===== src/rtl/mux4_rr_arbiter.sv =====
// mux4_rr_arbiter: round-robin owner of the 4:1 mux channel.
// Drives the mux select, waits a settle window after every select change,
// then issues a one-hot grant with out_valid for a bounded tenure.
//
// state  | meaning
// IDLE   | no requester pending; sel held, gnt = 0
// SETTLE | sel points at the winner; waiting for the mux output to propagate
// GRANT  | winner owns the channel; gnt one-hot, out_valid = 1
module mux4_rr_arbiter #(
  parameter int SETTLE_CYCLES = 2,
  parameter int MAX_HOLD      = 8
) (
  input  logic       clk,
  input  logic       rst,
  input  logic [3:0] req,
  output logic [1:0] sel,
  output logic [3:0] gnt,
  output logic       out_valid
);

  typedef enum logic [1:0] {
    IDLE   = 2'd0,
    SETTLE = 2'd1,
    GRANT  = 2'd2
  } state_e;

  localparam logic [3:0] SETTLE_LOAD = 4'(SETTLE_CYCLES - 1);
  localparam logic [7:0] HOLD_LIMIT  = 8'(MAX_HOLD);

  state_e     state_q, state_d;
  logic [1:0] sel_q, sel_d;
  logic [3:0] gnt_q, gnt_d;
  logic       out_valid_q, out_valid_d;
  logic [1:0] ptr_q, ptr_d;
  logic [3:0] settle_cnt_q, settle_cnt_d;
  logic [7:0] hold_cnt_q, hold_cnt_d;

  // First requester after p in circular order (p+1, p+2, p+3, p).
  // Result is meaningless when r is all-zero; callers check that first.
  function automatic logic [1:0] rr_pick(input logic [3:0] r, input logic [1:0] p);
    logic [1:0] idx;
    logic [1:0] pick;
    pick = p;
    // Walk from farthest to nearest so the nearest hit is the final assignment.
    for (int k = 4; k >= 1; k--) begin
      idx = p + 2'(k);
      if (r[idx]) pick = idx;
    end
    return pick;
  endfunction

  // Next-state and registered-output computation; everything holds by default.
  always_comb begin
    state_d      = state_q;
    sel_d        = sel_q;
    gnt_d        = gnt_q;
    out_valid_d  = out_valid_q;
    ptr_d        = ptr_q;
    settle_cnt_d = settle_cnt_q;
    hold_cnt_d   = hold_cnt_q;

    unique case (state_q)
      IDLE: begin
        if (req != 4'b0000) begin
          sel_d        = rr_pick(req, ptr_q);
          settle_cnt_d = SETTLE_LOAD;
          state_d      = SETTLE;
        end
      end

      SETTLE: begin
        if (!req[sel_q]) begin
          // Requester withdrew before grant: pointer untouched, nobody served.
          state_d = IDLE;
        end else if (settle_cnt_q == 4'd0) begin
          state_d     = GRANT;
          gnt_d       = 4'b0001 << sel_q;
          out_valid_d = 1'b1;
          hold_cnt_d  = 8'd1;
        end else begin
          settle_cnt_d = settle_cnt_q - 4'd1;
        end
      end

      GRANT: begin
        if (!req[sel_q] || hold_cnt_q == HOLD_LIMIT) begin
          gnt_d       = 4'b0000;
          out_valid_d = 1'b0;
          ptr_d       = sel_q;
          // Re-arbitrate on the same edge with the holder as the new pointer,
          // so a waiting requester goes straight to SETTLE without an IDLE bubble.
          // A sole requester at its hold limit re-settles on the same select.
          if (req == 4'b0000) begin
            state_d = IDLE;
          end else begin
            sel_d        = rr_pick(req, sel_q);
            settle_cnt_d = SETTLE_LOAD;
            state_d      = SETTLE;
          end
        end else begin
          hold_cnt_d = hold_cnt_q + 8'd1;
        end
      end

      default: begin
        state_d     = IDLE;
        gnt_d       = 4'b0000;
        out_valid_d = 1'b0;
      end
    endcase
  end

  // State and output registers; reset clears the grant immediately.
  always_ff @(posedge clk or posedge rst) begin
    if (rst) begin
      state_q      <= IDLE;
      sel_q        <= 2'b00;
      gnt_q        <= 4'b0000;
      out_valid_q  <= 1'b0;
      ptr_q        <= 2'd3;
      settle_cnt_q <= 4'd0;
      hold_cnt_q   <= 8'd0;
    end else begin
      state_q      <= state_d;
      sel_q        <= sel_d;
      gnt_q        <= gnt_d;
      out_valid_q  <= out_valid_d;
      ptr_q        <= ptr_d;
      settle_cnt_q <= settle_cnt_d;
      hold_cnt_q   <= hold_cnt_d;
    end
  end

  assign sel       = sel_q;
  assign gnt       = gnt_q;
  assign out_valid = out_valid_q;

endmodule


===== config.mk =====
export PLATFORM = sky130hd
export DESIGN_NAME = mux4_rr_arbiter
export DESIGN_NICKNAME = d
export VERILOG_FILES = /design/src/rtl/mux4_rr_arbiter.sv
export SDC_FILE = /design/constraint.sdc
export NUM_CORES = 1
export LEC_CHECK = 0
export CAP_MARGIN = 10
export CORE_AREA = 2 2 57 59
export DETAILED_ROUTE_END_ITERATION = 6
export DIE_AREA = 0 0 59 61
export HOLD_SLACK_MARGIN = 0.02
export PLACE_DENSITY = 0.72
export SETUP_SLACK_MARGIN = 0.02
export SYNTH_ARGS = -nofsm -noshare
export SYNTH_HDL_FRONTEND = slang
export SYNTH_SLANG_ARGS = --single-unit

===== constraint.sdc =====
create_clock -name clk -period 1.8 [get_ports clk]
set_input_delay 0.18 -clock clk [delete_from_list [all_inputs] [get_ports clk]]
set_output_delay 0.18 -clock clk [all_outputs]
set_load 0.005 [all_outputs]

==> results of run 1 <==
## routing by layer
metal / track usage, % / vias to the layer above / wire (µm)
met2: 42.2 / 33 / 1950
met1: 26.0 / 623 / 1470
met5: 0 / - / 0
met3: 2.13 / 10 / 130
met4: 8.44 / 0 / 81
li1: - / 622 / -
## what timing repair did
item / in CTS / in global routing
resized for setup: 11 / 14
pin swaps: 9 / 4
setup buffers: 2 / 3
setup endpoints to repair: 21 / 22
## logic make-up (layout without fill, tap and decap cells)
group | after synthesis | after routing | share of synthesized area (%)
adder cells (fa/ha/maj) | 8 | 8 | 6.88
AO/OA/AOI/OAI | 42 | 42 | 19.6
flip-flops | 23 | 23 | 39.7
XOR/XNOR | 6 | 6 | 3.61
multiplexers | 9 | 9 | 8.34
buffers and inverters | 19 | 60 | 6.10
AND/OR/NAND/NOR | 45 | 45 | 15.7
## layout make-up
cell class	instances	area, µm²
sequential	23	579
inverter	11	41.3
clock inverter	1	5.00
multi-input combinational	110	893
clock buffer	3	22.5
fill	242	998
timing repair buffer	45	372
tap	33	41.3
## worst register-to-register path: cells and delay by family, from the launching register on
family	cells	cell delay (ns)
compound gates	4	0.77
fa+ha+maj	1	0.13
buf+inv	1	0.09
flops	1	0.42
simple gates	1	0.49
## sequential cells by signal, indices dropped and copies added (netlist names)
| register | cells |
|---|---|
| settle_cnt_q | 4 |
| sel | 2 |
| state_q | 2 |
| ptr_q | 2 |
| gnt | 4 |
| out_valid | 1 |
| hold_cnt_q | 8 |
## report_power, final
group / internal, mW / switching, mW / total, mW
combinational: 0.923 / 0.904 / 1.83
clock: 0.0830 / 0.153 / 0.236
sequential: 0.688 / 0.147 / 0.835
## through the flow
stage | utilization (%) | area (µm²)
after CTS | 63.8 | 1880
final | 66.2 | 1950
after global placement | 60.6 | 1790
after global routing | 66.2 | 1950
after floorplan | - | 1470
after detailed placement | 60.6 | 1790
## worst paths after layout
path,from,endpoint,slack [ns]
min in group clk,ptr_q[0],ptr_q[0],0.50
min,rst,gnt[0],0.11
min reg2reg,ptr_q[0],ptr_q[0],0.50
max,hold_cnt_q[1],settle_cnt_q[1],-0.20
max reg2reg,hold_cnt_q[1],settle_cnt_q[1],-0.20
max in group asynchronous,rst,hold_cnt_q[5],1.17
## cells in the mapped netlist, types with 2 or more instances
library cell	instances	area share [%]
dfrtp_1	21	36
nand2_1	13	3.4
nor2_1	13	3.4
inv_1	11	2.8
a21oi_1	10	3.4
o21ai_0	10	3.4
ha_1	8	6.9
mux2i_1	5	3.4
nand2b_1	5	2.1
a22o_1	4	2.4
clkbuf_1	4	1.0
xor2_1	4	2.4
a211oi_1	3	1.5
nand4_1	3	1.3
a21o_1	2	1.0
buf_6	2	1.5
dfstp_2	2	3.6
mux2_2	2	1.5
nor2b_1	2	0.86
o31ai_1	2	1.0
xnor2_1	2	1.2
==> key figures, run 1 <==
Synth
  • Mean Syn Cell Area: 9.57 µm²
  • Post-synth ARST share: 100%
  • Sequential area share after synthesis: 39.7%
  • Synthesized cell area: 1460 µm²
  • Mapped Nets: 166
  • Post-synth EDFFs: 0
  • Synth Flop Type: dfrtp_1
  • Number of synthesized register bits: 23
  • Yosys warnings: 0
  • Yosys cell types: 45
  • Syn Inst Count: 152

Run status
  • Violated checks: setup timing
  • Outcome: finished, violations left

CTS
  • CTS Buf Count: 3
  • CTS Buffer Depth: 2
  • Worst-Skew Late Latency: 0.31 ns
  • Post-cts hold buffer count: 0
  • CTS Sinks: 23
  • CTS tree: done
  • Clock Root Buffer: clkbuf_4
  • H-tree Lvls: 1
  • CTS clk-pin slew, worst paths: 0.13 ns

STA
  • Min Tclk post-route: 2.00 ns
  • Final setup violation count: 21
  • Max-slew violations: 0
  • Final Cycle Share: 111%
  • Clk_skew: about 0.0055 ns
  • Worst hold slack: 0.106 ns
  • Least-Margin Pin Slew: 0.395 ns
  • Max_slew headroom: 73.3%
  • PnR worst setup slack: -0.199 ns
  • Fmax: 500 MHz
  • Final Hold Fails: 0
  • Final TNS setup: -2.40 ns
  • Setup repair after global routing missed its margin: true

Floorplanning
  • Starting Density: 49.3%
  • I/O Pins: 13
  • Chip Height: 61 µm
  • Die width: approximately 59 µm
  • Standard-cell rows: 20
  • Area of the core: 2950 µm²
  • Die area: 3600 µm²

Setup path
  • Top Family by Delay on Critical Path: compound AO/OA/AOI/OAI gates
  • CP max stage cell: or4b_4
  • Setup CP Type: flop to flop
  • CP Capture Type: flop
  • Crit path max fanout: 4
  • Levels on crit path: 7
  • Most numerous cell on the critical path: a21o_1
  • Worst path cell trace: inv_2, ha_4, or4b_4, o211a_4, a21o_1, a21o_1, o2bb2ai_2
  • Crit path launch type: flop
  • Max stage delay on crit path: 0.49 ns
  • WP data arrival: 2.22 ns
  • R2R cell count: 7
  • Buf/Inv on CP: 1
  • WP data required: 2.02 ns

Cells and area
  • Syn-to-layout area delta: 34.3%
  • Highest-count cells in the layout ignoring fill and taps: buf_4, dfrtp_1, nor2_1, clkdlybuf4s50_1, inv_1
  • Layout Cells excl Fill: 226
  • Layout Nets: 208
  • Layout cells sized above 1: 32.6%
  • Commonest non-fill, non-tap cell in the layout: buf_4
  • # diodes: 0

GRT
  • Grt ovf: 0
  • Vias in the first global route: ~1300
  • GRT Resource Usage Total: around 22%
  • First-pass GRT wire length: 5.95 mm
  • Largest net degree at the start of global routing: 16
  • Initial antenna violation count: 0

Min path
  • Hold Path Class: primary input to async pin

Place
  • Placer Congestion: 0.876
  • IO buf count: 12
  • DP Cell Count: 217
  • Worst slack, placed: -0.272 ns
  • DPL Wire Length: 2.63 mm

Run
  • # Max-Cap Violations: 0

Detailed routing
  • Post-Route WL: 3.63 mm
  • Routed wire per std cell: 16.1 µm
  • Detailed-route via count: 1288
  • Residual DRC: 0
  • Drt first-iter violations: between 100 and 150
  • Post-route ant nets: 0
  • Vias/cell: 5.70
  • Drt pass-1 iters: 4

Pwr
  • Lkg Pwr: 0.879 nW
  • Maximum VDD drop: 0.776 mV
  • PD cells: 1480 nW/µm²
  • Pwr Total: 2.90 mW
(Power assumes the default switching activity.)
==> run 2, diff against run 1 <==
- ABC_AREA: unset -> 0
- CORE_AREA: 2 2 57 59 -> 2 2 49 69
- DIE_AREA: 0 0 59 61 -> 0 0 51 71
- PLACE_DENSITY: 0.72 -> 0.71
==> run 2 against run 1 <==
- sequential share of layout area shrank 0.37 points
- critical path depth stayed put
- clock-buffer cell count grew 1
- sequential power shrank 0.8%
- total power rose by 1.4%
- final area increased by 1.3%
- highest routed layer unchanged
- non-clock buffer count increased by 2
- largest cell class unchanged
- worst setup slack better by 0.056 ns
- the run still ends with setup timing left
- first-iteration DRC count down 83%
- largest power group unchanged
- register-to-register slack better by 0.06 ns
==> key figures, run 2 (synthesis gave the netlist of run 1 again) <==
Run status
  • Outcome: finished, violations left
  • Violated checks: setup timing

STA
  • Worst hold slack: roughly 0.25 ns
  • Fmax: 515 MHz
  • Clk_skew: 0.00215 ns
  • Final setup violation count: 17
  • Least-Margin Pin Slew: between 0.3 and 0.4 ns
  • Setup repair after global routing missed its margin: true
  • PnR worst setup slack: -0.143 ns
  • Max-slew violations: 0
  • Final Cycle Share: 108%
  • Max_slew headroom: 74.9%
  • Final TNS setup: -1.25 ns
  • Min Tclk post-route: about 1.9 ns
  • Final Hold Fails: 0

Detailed routing
  • Vias/cell: 5.59
  • Post-Route WL: 3.55 mm
  • Drt first-iter violations: 19
  • Detailed-route via count: 1308
  • Drt pass-1 iters: 4
  • Routed wire per std cell: around 15 µm
  • Post-route ant nets: 0
  • Residual DRC: 0

CTS
  • CTS Sinks: 23
  • CTS clk-pin slew, worst paths: ~0.08 ns
  • CTS tree: done
  • CTS Buffer Depth: 2
  • CTS Buf Count: 3
  • H-tree Lvls: 1
  • Post-cts hold buffer count: 0
  • Clock Root Buffer: clkbuf_8
  • Worst-Skew Late Latency: 0.26 ns

Place
  • DPL Wire Length: between 2 and 3 mm
  • DP Cell Count: 228
  • IO buf count: 12
  • Placer Congestion: 0.891
  • Worst slack, placed: -0.225 ns
  • DP Area: 1850 µm²

Pwr
  • Maximum VDD drop: 0.889 mV
  • Pwr Total: 2.94 mW
  • Combinational share of power: 60.9%
  • PD cells: 1490 nW/µm²
  • Int Power: 1.77 mW
  • Clk pwr share: 10.9%
  • Sw power: approximately 1.2 mW
  • Sw Share: 39.7%
  • Lkg Pwr: 0.922 nW
  • Reg power frac: 28.2%

Setup path
  • Crit path max fanout: 3
  • WP data arrival: roughly 2.1 ns
  • Setup CP Type: flop to flop
  • Crit path launch type: flop
  • Reg-to-reg startpoint: hold_cnt_q[0]
  • CP Capture Type: flop
  • WP data required: just under 2 ns
  • Reg2Reg Setup Slack: -0.14 ns
  • R2R cell count: 7
  • FF-to-FF End: settle_cnt_q[1]

Cells and area
  • Layout cells sized above 1: 31.8%
  • Final Cell Area: a little under 2000 µm²
  • # diodes: 0
  • Core Util, Final: 65.3%
  • Largest register FFs: 8
  • Layout Cells excl Fill: 234
  • Commonest non-fill, non-tap cell in the layout: buf_4
  • Layout Nets: 210
  • Largest register by flop count: hold_cnt_q
  • Highest-count cells in the layout ignoring fill and taps: buf_4, dfrtp_1, nor2_1, clkdlybuf4s50_1
  • Syn-to-layout area delta: 36.0%

Floorplanning
  • Die width: 51 µm
  • Chip Height: a little over 70 µm
  • Standard-cell rows: 24
  • I/O Pins: 13
  • Starting Density: 48.0%
  • Die area: 3620 µm²
  • Area of the core: 3030 µm²

GRT
  • Largest net degree at the start of global routing: 24
  • Grt ovf: 0
  • Initial antenna violation count: 0
  • Vias in the first global route: 1325
  • First-pass GRT wire length: 6.03 mm
  • GRT Resource Usage Total: between 20% and 30%

Min path
  • Hold Path Class: primary input to async pin

Run
  • # Max-Cap Violations: 0
==> run 2: cell types whose count changed in the layout (fill, tap and decap cells not counted), sizes merged <==
cell	previous run	this run
buf	33	35
clkbuf	3	4
clkinv	1	0
==> run 2: cell type report <==
cell class              instances  area [µm²]
multi-input cells             110         870
well taps                      39        48.8
flip-flops and latches         23         579
inverters                      11        41.3
clock buffers                   4        45.0
repair buffers                 47         395
fillers                       235        1050
==> run 2: power by group through the flow <==
stage	clock (mW)	sequential (mW)	combinational [mW]
5_1_grt	0.344	0.848	1.96
4_1_cts	0.325	0.824	1.73
3_3_place_gp	0	0.820	1.56
6_report	0.321	0.828	1.79
3_5_place_dp	0	0.830	1.62
2_1_floorplan	0	0.829	0.943
==> run 2: how the worst max path moves through the flow <==
stage / startpoint / to / slack, ns / cells past startpoint
after floorplan: sel[0] / settle_cnt_q[1] / -0.12 / 7
after CTS: hold_cnt_q[0] / settle_cnt_q[1] / -0.13 / 7
final: hold_cnt_q[0] / settle_cnt_q[1] / -0.14 / 7
after global routing: hold_cnt_q[0] / sel[0] / -0.23 / 7
after detailed placement: req[3] / sel[1] / -0.22 / 6
after global placement: req[2] / sel[1] / -0.15 / 6
==> run 2: repair_timing <==
| action | CTS | global route |
|---|---|---|
| resized for setup | 17 | 7 |
| endpoints found under the setup margin | 21 | 22 |
| pin swaps | 11 | 7 |
| setup buffers | 1 | 1 |
==> run 2: routing by layer <==
layer	global-route usage, %	part of all wire [%]	vias to the layer above
li1	-	-	631
met1	24.5	42	656
met2	41.1	55	17
met3	2.11	1.5	4
met4	6.31	0.96	0
met5	0	0	-
==> run 2: critical path, cell delays in order, from the launching register on <==
cell       delay (ns)
dfrtp_1          0.40
inv_2            0.08
ha_4             0.12
or4b_4           0.47
o211a_4          0.28
a21o_1           0.19
a21o_1           0.18
o2bb2ai_1        0.12
